## config.mk

```make
export PLATFORM = sky130hd
export DESIGN_NAME = regfile_writeback
export DESIGN_NICKNAME = d
export VERILOG_FILES = /design/src/rtl/regfile_writeback.sv
export SDC_FILE = /design/constraint.sdc
export NUM_CORES = 1
export LEC_CHECK = 0
export ABC_AREA = 1
export ABC_CLOCK_PERIOD_IN_PS = 4400
export CORE_AREA = 2 2 140 142
export CTS_CLUSTER_DIAMETER = 80
export DETAILED_ROUTE_END_ITERATION = 8
export DIE_AREA = 0 0 142 144
export PLACE_DENSITY = 0.71
export SYNTH_ARGS = -nofsm -noshare
export SYNTH_HDL_FRONTEND = slang
export SYNTH_SLANG_ARGS = --single-unit
```

## constraint.sdc

```tcl
create_clock -name clk -period 4.4 [get_ports clk]
set_input_delay 0.66 -clock clk [delete_from_list [all_inputs] [get_ports clk]]
set_output_delay 0.66 -clock clk [all_outputs]
set_load 0.02 [all_outputs]
```

## src/rtl/regfile_writeback.sv

```systemverilog
// Register-file writeback arbiter: pipeline writes win, MDU results queue in order.
// Optional stall counter output enabled by defining REGFILE_WB_STALL_CNT_EN.
module regfile_writeback #(
    parameter int DEPTH = 4
) (
    input  logic        clk,
    input  logic        reset,
    input  logic        pipe_valid,
    input  logic [4:0]  pipe_addr,
    input  logic [31:0] pipe_data,
    input  logic        mdu_valid,
    output logic        mdu_ready,
    input  logic [4:0]  mdu_addr,
    input  logic [31:0] mdu_data,
    output logic        wb_we,
    output logic [4:0]  wb_addr,
    output logic [31:0] wb_data,
    input  logic [4:0]  q_addr,
    output logic        q_pending
`ifdef REGFILE_WB_STALL_CNT_EN
    ,
    output logic [15:0] stall_cnt
`endif
);

    localparam int AW = $clog2(DEPTH);
    localparam int CW = AW + 1;

    logic [DEPTH-1:0]       r_vld;
    logic [DEPTH-1:0][4:0]  r_addr;
    logic [DEPTH-1:0][31:0] r_data;
    logic [AW-1:0]          r_wptr;
    logic [AW-1:0]          r_rptr;
    logic [CW-1:0]          r_count;
    logic                   r_wb_we;
    logic [4:0]             r_wb_addr;
    logic [31:0]            r_wb_data;

    logic          w_pipe_wr;
    logic          w_found;
    logic [CW-1:0] w_off;
    logic [AW-1:0] w_head;
    logic          w_pop;
    logic          w_acc;
    logic          w_push;
    logic [CW-1:0] w_drop;
    logic          w_pend;

    assign w_pipe_wr = pipe_valid && (pipe_addr != 5'd0);
    assign mdu_ready = (r_count < CW'(DEPTH));
    assign w_acc     = mdu_valid && mdu_ready;
    // A same-edge pipeline write to the same register is younger, so the result is dead on arrival.
    assign w_push    = w_acc && (mdu_addr != 5'd0) && !(w_pipe_wr && (mdu_addr == pipe_addr));

    // Oldest live entry; invalidated entries ahead of it are dropped on this edge.
    always_comb begin
        w_found = 1'b0;
        w_off   = '0;
        w_head  = '0;
        for (int i = 0; i < DEPTH; i++) begin
            if (!w_found && (CW'(i) < r_count) && r_vld[AW'(r_rptr + AW'(i))]) begin
                w_found = 1'b1;
                w_off   = CW'(i);
                w_head  = AW'(r_rptr + AW'(i));
            end
        end
    end

    assign w_pop  = w_found && !w_pipe_wr;
    assign w_drop = w_found ? (w_off + CW'(w_pop)) : r_count;

    always_comb begin
        w_pend = 1'b0;
        for (int i = 0; i < DEPTH; i++) begin
            if (r_vld[i] && (r_addr[i] == q_addr)) w_pend = 1'b1;
        end
    end
    assign q_pending = w_pend && (q_addr != 5'd0);

    always_ff @(posedge clk) begin
        if (reset) begin
            r_vld     <= '0;
            r_wptr    <= '0;
            r_rptr    <= '0;
            r_count   <= '0;
            r_wb_we   <= 1'b0;
            r_wb_addr <= '0;
            r_wb_data <= '0;
        end else begin
            for (int i = 0; i < DEPTH; i++) begin
                if (w_pipe_wr && r_vld[i] && (r_addr[i] == pipe_addr)) r_vld[i] <= 1'b0;
                if (w_pop && (AW'(i) == w_head)) r_vld[i] <= 1'b0;
                if (w_push && (AW'(i) == r_wptr)) r_vld[i] <= 1'b1;
            end
            if (w_push) r_wptr <= r_wptr + 1'b1;
            r_rptr  <= r_rptr + AW'(w_drop);
            r_count <= r_count + CW'(w_push) - w_drop;

            if (w_pipe_wr) begin
                r_wb_we   <= 1'b1;
                r_wb_addr <= pipe_addr;
                r_wb_data <= pipe_data;
            end else if (w_found) begin
                r_wb_we   <= 1'b1;
                r_wb_addr <= r_addr[w_head];
                r_wb_data <= r_data[w_head];
            end else begin
                r_wb_we   <= 1'b0;
            end
        end
    end

    // Payload needs no reset; the valid bits qualify it.
    always_ff @(posedge clk) begin
        if (w_push) begin
            r_addr[r_wptr] <= mdu_addr;
            r_data[r_wptr] <= mdu_data;
        end
    end

    assign wb_we   = r_wb_we;
    assign wb_addr = r_wb_addr;
    assign wb_data = r_wb_data;

`ifdef REGFILE_WB_STALL_CNT_EN
    logic [15:0] r_stall_cnt;

    always_ff @(posedge clk) begin
        if (reset) begin
            r_stall_cnt <= '0;
        end else if (w_found && w_pipe_wr && (r_stall_cnt != 16'hFFFF)) begin
            r_stall_cnt <= r_stall_cnt + 16'd1;
        end
    end

    assign stall_cnt = r_stall_cnt;
`endif

endmodule

```

# Yosys cells after proc, flatten, opt, wreduce, memory -nomap -nowiden

Index checks and enable logic that the tools add are counted.

$add $sub $neg: 8
Order comparisons: 12
Equal/unequal tests: 15
Multiplexer cells: 52
Reduce and logical (&&, ||, !) cells: 50

Operators with widths:

| kind                                                                          | number |
|---|---|
| 128-bit bitwise mux                                                           | 1 |
| 32-bit 2-to-1 mux                                                             | 4 |
| 32-bit binary-select mux with 2-bit select                                    | 1 |
| 32-bit demux with 2-bit select                                                | 1 |
| 5-bit == test                                                                 | 9 |
| 1-bit logical AND                                                             | 35 |
| 1-bit 2-to-1 mux                                                              | 27 |
| 20-bit bitwise mux                                                            | 1 |
| 5-bit 2-to-1 mux                                                              | 4 |
| 2-bit by 3-bit less-than comparator with 1-bit output (second input constant) | 6 |
| 5-bit nonzero test                                                            | 3 |
| 3-bit nonzero test                                                            | 4 |
| 5-bit binary-select mux with 2-bit select                                     | 1 |
| 5-bit demux with 2-bit select                                                 | 1 |
| 3-bit 2-to-1 mux                                                              | 3 |
| 1-bit binary-select mux with 2-bit select                                     | 4 |
| 2-bit == test (first input constant)                                          | 4 |
| 2-bit 2-to-1 mux                                                              | 4 |
| 3-bit by 1-bit adder with 3-bit output                                        | 2 |
| 1-bit by 3-bit less-than comparator with 1-bit output (first input constant)  | 2 |
| 2-bit by 3-bit less-than comparator with 1-bit output (first input constant)  | 2 |
| 1-bit zero test                                                               | 5 |
| 2-bit by 1-bit adder with 2-bit output (second input constant)                | 2 |
| 2-bit adder (second input constant)                                           | 2 |
| 7 further kinds                                                               | 9 |

Register bits after elaboration: 197
Input bits: 83
Output and inout port bits: 40
Word-level logic and storage cells: 155

# Logic depth before layout (Yosys ltp)

Depth after elaboration: 20
Mapped depth: 21
Mapped depth without buffers: 20

# Worst setup path before layout

Ideal clock, no wire load.

Path type: input-to-reg
Start: input pipe_addr[3]
End: register r_count[2]
Setup time: 0.130 ns
Arrival time: 3.221 ns
Required time: 4.270 ns
Path slack: 1.049 ns
Stages: 17
Buffers on the path: 1
Cell sequence: clkbuf_1 -> inv_1 -> nand4_1 -> nand2_1 -> inv_1 -> nor2_2 -> ha_1 -> nand2_1 -> o21ai_0 -> ha_1 -> inv_1 -> ha_1 -> inv_1 -> fa_1 -> xor2_1 -> xnor2_1 -> nor2_1

Cells in the longest elaborated chain, start to end: 7
Elaborated cells on any way between the ends: 12
Those cells by class: add/sub: 3; eq/ne: 1; mux: 1; reduce/logical: 7

Ends and longest elaborated chain:

| element                                                                     | RTL line | text |
|---|---|---|
| start: declaration                                                          | 9        | `input logic [4:0] pipe_addr,` |
| 5-bit nonzero test                                                          | 49       | `assign w_pipe_wr = pipe_valid && (pipe_addr != 5'd0);` |
| 1-bit logical AND                                                           | 49       |  |
| 1-bit zero test or 1-bit logical AND (tied branches)                        | 69, 53   |  |
| 1-bit logical AND or 1-bit zero test (tied branches)                        | 69, 53   |  |
| 3-bit by 1-bit adder with 3-bit output or 1-bit logical AND (tied branches) | 70, 53   |  |
| 3-bit 2-to-1 mux or 3-bit by 1-bit adder with 3-bit output (tied branches)  | 70, 97   |  |
| 3-bit subtractor *                                                          | 97       | `r_count <= r_count + CW'(w_push) - w_drop;` |
| end signal: assignment                                                      | 97       |  |
| end: declaration                                                            | 34       | `logic [CW-1:0] r_count;` |

Every way passes the cells marked *; elsewhere a longest branch is shown, timed or not.
A chain may end at the register's enable or synchronous reset.

# Final worst setup path

Start: register r_rptr[0]
End: register r_count[2]

Cells in the longest elaborated chain, start to end: 20
Elaborated cells on any way between the ends: 32
Those cells by class: add/sub: 5; mux: 16; reduce/logical: 11

Ends and longest elaborated chain:

| element                                   | RTL line | text |
|---|---|---|
| start: declaration                        | 33       | `logic [AW-1:0] r_rptr;` |
| start signal: assignment                  | 96       | `r_rptr <= r_rptr + AW'(w_drop);` |
| 1-bit binary-select mux with 2-bit select | 61       | `if (!w_found && (CW'(i) < r_count) && r_vld[AW'(r_rptr + AW'(i))]) begin` |
| 1-bit 2-to-1 mux (not written as such)    | 61       |  |
| 1-bit logical AND                         | 61       |  |
| 1-bit 2-to-1 mux                          | 61       |  |
| 1-bit zero test                           | 61       |  |
| 1-bit logical AND (2 in a row)            | 61       |  |
| 1-bit 2-to-1 mux                          | 61       |  |
| 1-bit zero test                           | 61       |  |
| 1-bit logical AND (2 in a row)            | 61       |  |
| 1-bit 2-to-1 mux                          | 61       |  |
| 1-bit zero test                           | 61       |  |
| 1-bit logical AND (2 in a row)            | 61       |  |
| 1-bit 2-to-1 mux                          | 61       |  |
| 1-bit logical AND                         | 69       | `assign w_pop = w_found && !w_pipe_wr;` |
| 3-bit by 1-bit adder with 3-bit output    | 70       | `assign w_drop = w_found ? (w_off + CW'(w_pop)) : r_count;` |
| 3-bit 2-to-1 mux *                        | 70       |  |
| 3-bit subtractor *                        | 97       |  |

Every way passes the cells marked *; elsewhere a longest branch is shown, timed or not. The select of a mux whose other input is x is not followed.

==> impl_metrics.json <==
{
  "crit_path_start_kind": "flip-flop",
  "synth-compound-area-share": 0.04716,
  "required_ns": 4.67,
  "antenna_found_initial": 0,
  "worstSetupStartpoint": "r_rptr[0]",
  "place.gp.congestion": 0.9317,
  "crit_type": "reg2reg",
  "met2WireLength_um": 10670,
  "r2r-start": "r_rptr[0]",
  "met1_length_um": 9054,
  "synthSimpleGateAreaFrac": 0.2589,
  "numPortBuffers": 122,
  "die_w_um": 142,
  "die_y_um": 144,
  "r2r_end": "r_count[2]",
  "worst_pin_slew_ns": 1.093,
  "skew_ns": 0.01544,
  "synth_top_family_by_area": "simple AND/OR/NAND/NOR gates",
  "cap_violations": 0,
  "cts.path.max_buffers": 2,
  "fin_crit_sh": 0.7939,
  "synth_top_area_share": 0.4799,
  "drt_iter0_drc": 533,
  "cpPeakStageDelay_ns": 0.61,
  "cts_max_level": 4,
  "finalCriticalPeriod_ns": 3.493,
  "avgSynthCellArea_um2": 9.316,
  "synth_mux_area_frac": 0,
  "end_kind": "flip-flop",
  "route.detailed.vias_per_inst": 5.238,
  "cts_tree": "yes",
  "synth_common_cells": "335 x nand2_1, 148 x edfxtp_1, 117 x nand3_1",
  "dp_hpwl_um": 13490,
  "placed_cell_area_um2": 10560,
  "grt_pass1_vias": 6554,
  "hold_ws_ns": 0.4628,
  "die_area_um2": 20450,
  "syn_area_um2": 9260,
  "grt_pass1_wl_um": 33880,
  "row_count": 51,
  "endpoint": "r_count[2]",
  "wl_per_cell_um": 16.24,
  "setup_viol": 0,
  "ys_top_cells_by_area": "edfxtp_1 48%, nand2_1 14%, dfxtp_1 11%, nand3_1 6.3%, nor2_1 3.0%",
  "powerDensity_nw_per_um2": 656.3,
  "ys_seq_area_frac": 0.5859,
  "path_cells": "inv_8 > nand2_4 > nand3_2 > nand3_2 > nand4_1 > inv_1 > nor2_2 > ha_1 > ha_1 > o21ai_0 > ha_1 > inv_1 > fa_1 > xor2_1 > xnor2_1 > nor2_1",
  "cts_sinks": 197,
  "fmaxAchievable_mhz": 286.3,
  "cts_root_buf": "clkbuf_16",
  "drc_errors": 0,
  "clk_latency_ns": 0.44,
  "placeableCoreArea_um2": 19080,
  "initial_core_util": 0.4853,
  "top_layer": "met4",
  "numCtsBuffers": 17,
  "synth_warnings": 0,
  "ant_nets": 0,
  "ioPinCount": 123,
  "finalWirelength_um": 21780,
  "nNetsFinal": 1184,
  "setup_tns_ns": 0,
  "synth_fa_ha_area_frac": 0.01567,
  "worst-path-max-fanout": 9,
  "worst_ep_arrival_time_ns": 3.77,
  "yosysUniqueCellTypes": 36,
  "final_area_um2": 11150,
  "synthCells": 994,
  "slowest_stage": "dfxtp_1",
  "ir_drop_v": 0.0003790,
  "slew_headroom": 0.2711,
  "grt_start_max_net_pins": 72,
  "post-synth-top-count-cell": "nand2_1",
  "synth_edf_count": 148,
  "status": "finished clean",
  "cp_top_family": "adder cells",
  "critical_path_depth": 16,
  "synth_top_area_cell": "edfxtp_1",
  "grtUsageTotal": 0.2173,
  "cts_hold_buf": 0,
  "syn_nets": 1088,
  "drive_gt1_frac": 0.07162,
  "drv_slew": 0,
  "via_count": 7024,
  "syn2layout_area_growth_pct": 20.38,
  "synth-xor-area-share": 0.03216,
  "r2r_setup_slack_ns": 0.91,
  "first_pass_iters": 5,
  "clk_pin_slew_worst_paths_ns": 0.07,
  "cts_resized": 0,
  "async_reset_ff_frac": 0,
  "diodes": 0,
  "cp.buffers_inverters": 3,
  "cts_setup_buffers": 0,
  "gr-total-overflow": 0,
  "worstHoldPathType": "reg2reg",
  "rr_worst_depth": 16,
  "ys.flop_type": "edfxtp_1",
  "hold_viol": 0,
  "p_leak_uw": 0.004426,
  "wl_met3_um": 1527,
  "yosys_register_bits": 197,
  "cpMostUsedCell": "ha_1",
  "rsz0062_at_grt": "no"
}
[final cells by class]
| cell class | count | area (µm²) |
|---|---|---|
| tap | 238 | 297.8 |
| clock inverter | 14 | 146.4 |
| timing repair buffer | 135 | 1351 |
| multi-input combinational | 689 | 3289 |
| inverter | 50 | 197.7 |
| clock buffer | 18 | 439.2 |
| fill | 1619 | 7933 |
| sequential | 197 | 5425 |
[metal layers]
metal | vias up | global-route usage
li1 | 3502 | -
met3 | 37 | 0.04007
met1 | 3237 | 0.2774
met4 | 0 | 0.09263
met5 | - | 0
met2 | 248 | 0.3659
[per-stage QoR]
| stage | power, µW | instances | worst slack [ns] | util |
|---|---|---|---|---|
| after floorplan | 4967 | 994 | 1.049 | - |
| after global placement | 5765 | 1309 | 0.6908 | 0.5535 |
| after CTS | 7371 | 1341 | 0.9006 | 0.5842 |
| after global routing | 7850 | 1341 | 0.5866 | 0.5842 |
| final | 7316 | 1341 | 0.9067 | 0.5842 |
| after detailed placement | 5828 | 1309 | 0.5881 | 0.5535 |
[worst register-to-register path, delay by kind of cell (launching register included)]
kind | cells | cell delay [ns]
simple gates | 6 | 0.73
buf+inv | 3 | 0.34
fa+ha+maj | 4 | 1.07
xor+xnor | 2 | 0.31
flops | 1 | 0.61
compound gates | 1 | 0.29
[registers in the layout (all words and copies together) (netlist names)]
signal and count:
r_addr 20, wb_data 32, r_wptr 2, r_count 3, r_vld 4, r_rptr 2
r_data 128, wb_we 1, wb_addr 5
[cell families after synthesis]
group | count (synthesis)
buffers and inverters | 108
adders and majority gates | 11
xor gates and xnor gates | 34
and+or+nand+nor | 563
DFF | 197
AOI/OAI and AO/OA | 81
[how the worst min path moves through the flow]
| stage | to | cells after the start | slack [ns] | from |
|---|---|---|---|---|
| 3_5_place_dp | wb_data[5] | 2 | 0.46 | wb_data[5] |
| 4_1_cts | wb_data[21] | 2 | 0.47 | wb_data[21] |
| 2_1_floorplan | r_vld[1] | 2 | 0.48 | r_vld[1] |
| 6_report | wb_data[5] | 2 | 0.46 | wb_data[5] |
| 5_1_grt | wb_data[9] | 2 | 0.48 | wb_data[9] |
| 3_3_place_gp | wb_data[18] | 2 | 0.45 | wb_data[18] |
[report_power, final]
part           total (µW)  leakage (µW)  internal, µW  switching [µW]
Clock                1540      0.000284           857             686
Sequential           2460       0.00176          2310             149
Combinational        3310       0.00239          1180            2130
Total                7320       0.00443          4350            2970
[cells in the final DEF, fill, tap and decap left out, types with 8 or more instances in the layout]
master and n:
xor2_1 13, xnor2_1 21, nand2_2 9, ha_1 10, a21oi_1 50, clkdlybuf4s50_1 121, nand4_1 11, inv_2 8
inv_1 40, nor2_1 73, clkbuf_16 17, edfxtp_1 148, o21ai_0 15, nand2_1 334, dfxtp_1 49, buf_4 10
nand3_1 117
No activity file was read; power rests on OpenSTA's default activity.
